File: config.mk
export PLATFORM = sky130hd
export DESIGN_NAME = lmfe_pixel_feeder
export DESIGN_NICKNAME = d
export VERILOG_FILES = /design/src/rtl/lmfe_pixel_feeder.sv
export SDC_FILE = /design/constraint.sdc
export NUM_CORES = 1
export LEC_CHECK = 0
export CORE_MARGIN = 2
export CORE_UTILIZATION = 49
export DETAILED_ROUTE_END_ITERATION = 8
export GPL_TIMING_DRIVEN = 1
export PLACE_DENSITY_LB_ADDON = 0.2
export SLEW_MARGIN = 30
export SYNTH_ARGS = -nofsm -noshare
export SYNTH_HDL_FRONTEND = slang
export SYNTH_SLANG_ARGS = --single-unit
File: constraint.sdc
create_clock -name clk -period 2.4 [get_ports clk]
set_input_delay 0.6 -clock clk [delete_from_list [all_inputs] [get_ports clk]]
set_output_delay 0.6 -clock clk [all_outputs]
set_load 0.005 [all_outputs]
File: src/rtl/lmfe_pixel_feeder.sv
// Streams one raster frame from image memory to the LMFE core.
// An output register plus a 2-entry prefetch FIFO absorbs LMFE back-pressure.
module lmfe_pixel_feeder #(
  parameter int unsigned N_PIX = 16384,
  parameter int unsigned AW    = 14
) (
  input  logic          clk,
  input  logic          reset,
  input  logic          start,
  output logic          img_rd,
  output logic [AW-1:0] img_addr,
  input  logic [7:0]    img_q,
  input  logic          busy,
  output logic          in_en,
  output logic [7:0]    Din,
  output logic          active,
  output logic          done
);

  localparam int unsigned CW = AW + 1;
  localparam int unsigned DW = 8;
  localparam logic [AW-1:0] LAST_ADDR = AW'(N_PIX - 1);
  localparam logic [CW-1:0] LAST_PIX  = CW'(N_PIX - 1);

  typedef enum logic [1:0] {
    S_IDLE  = 2'd0,
    S_RUN   = 2'd1,
    S_DRAIN = 2'd2
  } state_e;

  state_e              state_q, state_d;
  logic                rd_q, rd_d;
  logic [AW-1:0]       addr_q, addr_d;
  logic                pend_q, pend_d;
  logic                out_v_q, out_v_d;
  logic [DW-1:0]       out_q, out_d;
  logic [1:0][DW-1:0]  fifo_q, fifo_d;
  logic [1:0]          f_cnt_q, f_cnt_d;
  logic [CW-1:0]       dcnt_q, dcnt_d;
  logic                done_q, done_d;
  logic                active_q, active_d;

  logic                accept;
  logic                take_img;
  logic [2:0]          commit_sum;
  logic                room;

  // Datapath (output register, FIFO, counters) and FSM next-state.
  always_comb begin
    state_d  = state_q;
    rd_d     = 1'b0;
    addr_d   = addr_q;
    pend_d   = rd_q;
    out_v_d  = out_v_q;
    out_d    = out_q;
    fifo_d   = fifo_q;
    f_cnt_d  = f_cnt_q;
    dcnt_d   = dcnt_q;
    done_d   = 1'b0;
    take_img = pend_q;

    accept = out_v_q & ~busy;

    // Refill the output register from the FIFO first, else straight from memory.
    if (!out_v_q || accept) begin
      if (f_cnt_q != 2'd0) begin
        out_v_d   = 1'b1;
        out_d     = fifo_q[0];
        fifo_d[0] = fifo_q[1];
        f_cnt_d   = f_cnt_q - 2'd1;
      end else if (pend_q) begin
        out_v_d  = 1'b1;
        out_d    = img_q;
        take_img = 1'b0;
      end else begin
        out_v_d = 1'b0;
        out_d   = '0;
      end
    end

    if (take_img) begin
      fifo_d[f_cnt_d[0]] = img_q;
      f_cnt_d            = f_cnt_d + 2'd1;
    end

    dcnt_d = dcnt_q + CW'(accept);

    if (rd_q && (addr_q != LAST_ADDR)) begin
      addr_d = addr_q + AW'(1);
    end

    // A new read must still fit in the FIFO if LMFE stalls from now on.
    commit_sum = 3'(f_cnt_d) + 3'(pend_d);
    room       = (commit_sum < 3'd2);

    case (state_q)
      S_IDLE: begin
        if (start && !done_q) begin
          state_d = S_RUN;
          addr_d  = '0;
          dcnt_d  = '0;
          rd_d    = 1'b1;
        end
      end
      S_RUN: begin
        if (rd_q && (addr_q == LAST_ADDR)) begin
          state_d = S_DRAIN;
        end else begin
          rd_d = room;
        end
      end
      S_DRAIN: begin
        if (accept && (dcnt_q == LAST_PIX)) begin
          state_d = S_IDLE;
          done_d  = 1'b1;
        end
      end
      default: begin
        state_d = S_IDLE;
      end
    endcase

    active_d = (state_d != S_IDLE);
  end

  always_ff @(posedge clk) begin
    if (reset) begin
      state_q  <= S_IDLE;
      rd_q     <= 1'b0;
      addr_q   <= '0;
      pend_q   <= 1'b0;
      out_v_q  <= 1'b0;
      out_q    <= '0;
      fifo_q   <= '0;
      f_cnt_q  <= '0;
      dcnt_q   <= '0;
      done_q   <= 1'b0;
      active_q <= 1'b0;
    end else begin
      state_q  <= state_d;
      rd_q     <= rd_d;
      addr_q   <= addr_d;
      pend_q   <= pend_d;
      out_v_q  <= out_v_d;
      out_q    <= out_d;
      fifo_q   <= fifo_d;
      f_cnt_q  <= f_cnt_d;
      dcnt_q   <= dcnt_d;
      done_q   <= done_d;
      active_q <= active_d;
    end
  end

  assign img_rd   = rd_q;
  assign img_addr = addr_q;
  assign in_en    = out_v_q;
  assign Din      = out_q;
  assign done     = done_q;
  assign active   = active_q;

endmodule

==> results of run 1 <==
## stage by stage
stage | instances | hold WS (ns) | util [%]
after floorplan | 308 | 0.453 | -
after global placement | 415 | 0.459 | 61.5
after detailed placement | 415 | 0.467 | 61.5
after CTS | 431 | 0.479 | 66.2
after global routing | 431 | 0.495 | 66.2
final | 431 | 0.475 | 66.2
## path summary, 6_finish.rpt
path	to	start	cells after the start
max	img_addr[3]$_SDFF_PP0_	img_addr[0]$_SDFF_PP0_	5
min reg2reg	fifo_q[5]$_SDFF_PP0_	fifo_q[13]$_SDFFE_PP0P_	2
max reg2reg	img_addr[3]$_SDFF_PP0_	img_addr[0]$_SDFF_PP0_	5
min	fifo_q[5]$_SDFF_PP0_	fifo_q[13]$_SDFFE_PP0P_	2
## logic make-up (layout without fill, tap and decap cells)
logic type	Yosys count	count (layout)
buffers and inverters	21	74
flip-flops	62	62
multiplexers	9	9
AND/OR/NAND/NOR	144	144
XOR/XNOR	9	9
AO/OA/AOI/OAI	59	59
adder cells (fa/ha/maj)	4	4
## layout make-up
cell class | instances | share of cell area, %
clock buffers | 9 | 3.60
clock inverters | 7 | 3.52
inverters | 8 | 0.872
multi-input cells | 225 | 39.5
flip-flops and latches | 62 | 36.0
well taps | 70 | 2.54
repair buffers | 50 | 13.9
## cell usage in the layout, fill, tap and decap left out, drive strengths merged, types with 3 or more instances in the layout
| master | count |
|---|---|
| nand3 | 14 |
| ha | 4 |
| xor2 | 8 |
| a311oi | 8 |
| and4 | 3 |
| o41ai | 3 |
| clkinv | 3 |
| and2 | 5 |
| dfxtp | 62 |
| or4 | 3 |
| nor2 | 44 |
| o21ai | 11 |
| buf | 13 |
| nand4 | 9 |
| mux2i | 9 |
| a21oi | 18 |
| bufinv | 3 |
| inv | 9 |
| clkbuf | 9 |
| or3 | 7 |
| o31ai | 4 |
| nor2b | 5 |
| nor3 | 6 |
| clkdlybuf4s50 | 37 |
| a222oi | 7 |
| or2 | 3 |
| nand2 | 35 |
## routing by layer
metal	wire, microns	share of wire, %	vias to the layer above
li1	-	-	1221
met1	2840	46	1156
met2	2890	47	69
met3	276	4.5	10
met4	124	2.0	0
met5	0	0	-
## sequential cells by signal, summed over array words and instances, names as in the netlist
signal,count
dcnt_q,15
pend_q,1
active,1
fifo_q,16
img_addr,14
in_en,1
state_q,2
Din,8
img_rd,1
done,1
f_cnt_q,2
## worst max-delay path, cell delays in order (launching register included)
cell and delay [ns]:
dfxtp_1 0.42, ha_1 0.23, nand4_1 0.38, o41ai_4 0.65, o21ai_0 0.19, a21oi_1 0.15
## power groups by stage
stage | logic [mW] | clock network, mW | registers [mW]
finish | 0.113 | 1.13 | 1.06
global route | 0.122 | 1.19 | 1.06
CTS | 0.113 | 1.14 | 1.06
detailed placement | 0.111 | 0 | 1.08
global placement | 0.111 | 0 | 1.08
floorplan | 0.0485 | 0 | 1.08
==> impl_metrics.env, run 1 <==
export IMPL_p_clk_share_pct=49.1
export IMPL_track_usage_pct=21.3
export IMPL_end_kind="flip-flop"
export IMPL_finalClockSkew_ns=0.00975
export IMPL_multi_input_area_sq_mm=0.00136
export IMPL_ys_seq_area_share_pct=46.3
export IMPL_post_cts_resized=0
export IMPL_finalSetupViolations=0
export IMPL_drt_initial_drc_count=152
export IMPL_synthAdderAreaFrac_pct=1.87
export IMPL_synth_compound_area_share_pct=15.9
export IMPL_syn_inst=308
export IMPL_wl_per_cell_microns=14.2
export IMPL_globalplace_congestion=0.787
export IMPL_place_area_sq_mm=0.00320
export IMPL_start_util_pct=51.5
export IMPL_synth_area_leaders="dfxtp_1, nor2_1, nand2_1"
export IMPL_port_buffers=37
export IMPL_design_area_sq_mm=0.00344
export IMPL_grt_busiest_layer="met2"
export IMPL_die_area_sq_mm=0.00608
export IMPL_drive_gt1_share_pct=9.97
export IMPL_antenna_cells=0
export IMPL_max_slew_margin_pct=63.5
export IMPL_maxSlewViolCount=0
export IMPL_place_worst_setup_slack_ns=0.0146
export IMPL_grt_pass1_vias=2260
export IMPL_vias=2456
export IMPL_die_h_microns=78.0
export IMPL_netlist_cell_type_count=44
export IMPL_cp_arrival_ns=2.36
export IMPL_netlist_area_leader_share_pct=46.3
export IMPL_yosys_area_share_simple_pct=26.7
export IMPL_fmax_ghz=0.480
export IMPL_antenna_found_initial=0
export IMPL_synth_most_common_cell="dfxtp_1"
export IMPL_leakage_nw=1.19
export IMPL_area_growth_syn_to_layout_pct=28.5
export IMPL_io_pin_count=38
export IMPL_ctsHtreeMaxLevel=3
export IMPL_crit_type="reg -> reg"
export IMPL_cp_start_kind="flip-flop"
export IMPL_grt_use_met3_pct=4.30
export IMPL_cts_setup_buffers=0
export IMPL_seq_power_share_pct=46.0
export IMPL_ir_worst_vdd_v=0.000377
export IMPL_gr_usage_met2_pct=34.9
export IMPL_numCtsBuffers=9
export IMPL_yosys_warnings=0
export IMPL_grt_pass1_wl_microns=10200
export IMPL_swShare_pct=21.9
export IMPL_rsz0062_at_grt="no"
export IMPL_hp_class="reg -> reg"
export IMPL_dr_pass1_iters=4
export IMPL_period_share_pct=86.8
export IMPL_synth_top_family_by_area="simple AND/OR/NAND/NOR gates"
export IMPL_crit_fanout=9
export IMPL_combPwrFrac_pct=4.9
export IMPL_synth_mux_area_share_pct=3.36
export IMPL_finalHoldViolCount=0
export IMPL_insertion_delay_ns=0.35
export IMPL_synth_fp_nets=324
export IMPL_cts_tree="yes"
export IMPL_fillCellCount=455
export IMPL_grt_overflow_total=0
export IMPL_syn_avg_cell_area_sq_um=8.71
export IMPL_route_detailed_drc=0
export IMPL_worst_pin_slew_ns=0.545
export IMPL_yosys_area_share_xor_xnor_pct=2.94
export IMPL_synth_edf_count=0
export IMPL_max_clock_path_buffers=2
export IMPL_status="finished, final reports clean"
export IMPL_use_met1_pct=26.6
export IMPL_p_total_mw=2.30
export IMPL_switching_power_mw=0.503
export IMPL_clock_sinks=62
export IMPL_final_antenna_net_count=0
export IMPL_finalSetupTns_ns=0
export IMPL_dpl_hpwl_microns=4180
export IMPL_viasPerCell=5.70
export IMPL_synth_seq_cells=62
export IMPL_root_buffer="clkbuf_8"
export IMPL_rrSetupSlack_ns=0.32
export IMPL_cap_violations=0
export IMPL_setup_ws_ns=0.317
export IMPL_wl_microns=6130
export IMPL_path_clk_slew_ns=0.07
export IMPL_period_needed_ns=2.08
export IMPL_regArea_sq_mm=0.00124
export IMPL_rows=26
export IMPL_synth_commonest_cells="dfxtp_1, nor2_1, nand2_1"
export IMPL_grt_max_degree=31
export IMPL_synth_ff_type="dfxtp_1"
export IMPL_netlist_area_sq_mm=0.00268
export IMPL_die_w_microns=78.0
export IMPL_crit_required_ns=2.67
export IMPL_synthArstFlopShare_pct=0
export IMPL_core_area_sq_mm=0.00520
export IMPL_p_int_mw=1.79
export IMPL_hold_buffers=0
export IMPL_nNetsFinal=372
export IMPL_cellPowerDensity_mw_per_mm2=666
export IMPL_yosysTopAreaCell="dfxtp_1"
No activity file was read; power rests on OpenSTA's default activity.
==> inputs of run 2 (changes only) <==
Settings changed: CORE_UTILIZATION 49 to 54.
==> impl_metrics.env, run 2 (synthesis results as in run 1) <==
export IMPL_status="finished, final reports clean"
export IMPL_area_growth_syn_to_layout_pct=26.7
export IMPL_rows=25
export IMPL_globalplace_congestion=0.791
export IMPL_crit_end="img_addr[3]$_SDFF_PP0_"
export IMPL_grt_pass1_wl_microns=9680
export IMPL_die_w_microns=74.5
export IMPL_grt_max_degree=31
export IMPL_grt_overflow_total=0
export IMPL_core_area_sq_mm=0.00475
export IMPL_maxSlewViolCount=0
export IMPL_r2r_end="img_addr[3]$_SDFF_PP0_"
export IMPL_crit_fanout=9
export IMPL_io_pin_count=38
export IMPL_die_h_microns=74.5
export IMPL_worst_pin_slew_ns=0.517
export IMPL_finalSetupTns_ns=0
export IMPL_rr_worst_depth=5
export IMPL_crit_chain="ha_1 > nand4_1 > o41ai_4 > o21ai_0 > a21oi_1"
export IMPL_viasPerCell=5.62
export IMPL_cap_violations=0
export IMPL_critPathLaunch="img_addr[1]$_SDFF_PP0_"
export IMPL_cp_slowest_cell="o41ai_4"
export IMPL_die_area_sq_mm=0.00555
export IMPL_port_buffers=37
export IMPL_period_share_pct=86.1
export IMPL_grt_use_met3_pct=6.10
export IMPL_cp_start_kind="flip-flop"
export IMPL_hp_class="reg -> reg"
export IMPL_drive_gt1_share_pct=9.42
export IMPL_cpPeakStageDelay_ns=0.63
export IMPL_wl_per_cell_microns=13.7
export IMPL_route_detailed_drc=0
export IMPL_gr_usage_met2_pct=35.3
export IMPL_cp_arrival_ns=2.33
export IMPL_wl_microns=5860
export IMPL_numCtsBuffers=9
export IMPL_ir_worst_vdd_v=0.000354
export IMPL_max_slew_margin_pct=65.4
export IMPL_antenna_found_initial=0
export IMPL_drt_initial_drc_count=134
export IMPL_end_kind="flip-flop"
export IMPL_ctsHtreeMaxLevel=3
export IMPL_cts_tree="yes"
export IMPL_period_needed_ns=2.07
export IMPL_final_antenna_net_count=0
export IMPL_grt_pass1_vias=2136
export IMPL_antenna_cells=0
export IMPL_start_util_pct=56.4
export IMPL_track_usage_pct=22.8
export IMPL_max_clock_path_buffers=2
export IMPL_setup_ws_ns=0.335
export IMPL_finalSetupViolations=0
export IMPL_crit_type="reg -> reg"
export IMPL_r2r_start="img_addr[1]$_SDFF_PP0_"
export IMPL_dr_pass1_iters=5
export IMPL_regMostFlops="fifo_q"
export IMPL_insertion_delay_ns=0.33
export IMPL_rrSetupSlack_ns=0.33
export IMPL_path_clk_slew_ns=0.07
export IMPL_crit_required_ns=2.67
export IMPL_cellPowerDensity_mw_per_mm2=612
export IMPL_place_worst_setup_slack_ns=0.0424
export IMPL_fmax_ghz=0.484
export IMPL_use_met1_pct=30.7
export IMPL_finalClockSkew_ns=0.00712
export IMPL_dpl_hpwl_microns=4120
export IMPL_finalHoldViolCount=0
export IMPL_largest_register_ffs=16
export IMPL_cts_setup_buffers=0
export IMPL_root_buffer="clkbuf_8"
export IMPL_nNetsFinal=372
export IMPL_layout_commonest_cell="dfxtp_1"
export IMPL_clock_sinks=62
export IMPL_hold_buffers=0
export IMPL_rsz0062_at_grt="no"
export IMPL_final_cell_mix="dfxtp_1, nor2_1, clkdlybuf4s50_1"
export IMPL_post_cts_resized=0
export IMPL_vias=2404
export IMPL_leakage_nw=1.16
export IMPL_grt_busiest_layer="met2"
run 2: routing by layer:
layer | up-vias | routed length, microns
met5 | - | 0
met4 | 0 | 65
met3 | 10 | 293
met2 | 62 | 2740
met1 | 1115 | 2760
li1 | 1217 | -
run 2: worst min path at each step:
| stage | from | endpoint | slack, ns | cells after the start |
|---|---|---|---|---|
| floorplan | dcnt_q[14]$_SDFF_PP0_ | dcnt_q[14]$_SDFF_PP0_ | 0.45 | 2 |
| global placement | fifo_q[12]$_SDFFE_PP0P_ | fifo_q[4]$_SDFF_PP0_ | 0.46 | 2 |
| detailed placement | fifo_q[13]$_SDFFE_PP0P_ | fifo_q[5]$_SDFF_PP0_ | 0.47 | 2 |
| CTS | fifo_q[13]$_SDFFE_PP0P_ | fifo_q[5]$_SDFF_PP0_ | 0.48 | 2 |
| global route | fifo_q[13]$_SDFFE_PP0P_ | fifo_q[5]$_SDFF_PP0_ | 0.49 | 2 |
| finish | fifo_q[13]$_SDFFE_PP0P_ | fifo_q[5]$_SDFF_PP0_ | 0.47 | 2 |
run 2: critical path, delay by kind of cell (launching register included):
kind	cells	cell delay, ns
AOI/OAI and AO/OA	3	0.97
DFF	1	0.41
and+or+nand+nor	1	0.38
adders and majority gates	1	0.23
run 2: cell type report:
type / instances / area [sq um]
Clock inverter: 3 / 42.5
Multi-Input combinational cell: 225 / 1360
Tap cell: 67 / 83.8
Fill cell: 392 / 1360
Sequential cell: 62 / 1240
Timing Repair Buffer: 50 / 480
Inverter: 8 / 30.0
Clock buffer: 13 / 159
run 2: report_power, final:
| group | total [mW] | internal, mW | switching [mW] | leakage [nW] |
|---|---|---|---|---|
| clock network | 0.912 | 0.535 | 0.377 | 0.0996 |
| registers | 1.06 | 1.04 | 0.0136 | 0.501 |
| logic | 0.111 | 0.0557 | 0.0555 | 0.561 |
| total | 2.08 | 1.63 | 0.446 | 1.16 |
run 2: metrics by stage:
stage	hold WS [ns]	std cells	area, sq um	util, %	power, mW
6_report	0.471	428	3400	71.4	2.08
5_1_grt	0.489	428	3400	71.4	2.16
4_1_cts	0.475	428	3400	71.4	2.10
3_5_place_dp	0.469	412	3200	67.2	1.19
3_3_place_gp	0.459	412	3200	67.2	1.19
2_1_floorplan	0.453	308	2680	-	1.13
==> inputs of run 3 (changes only) <==
Settings changed: CAP_MARGIN from default to 10, CTS_CLUSTER_DIAMETER from default to 50.
==> results of run 3 <==
Final layout, timing and power as in run 2 (identical DEF).
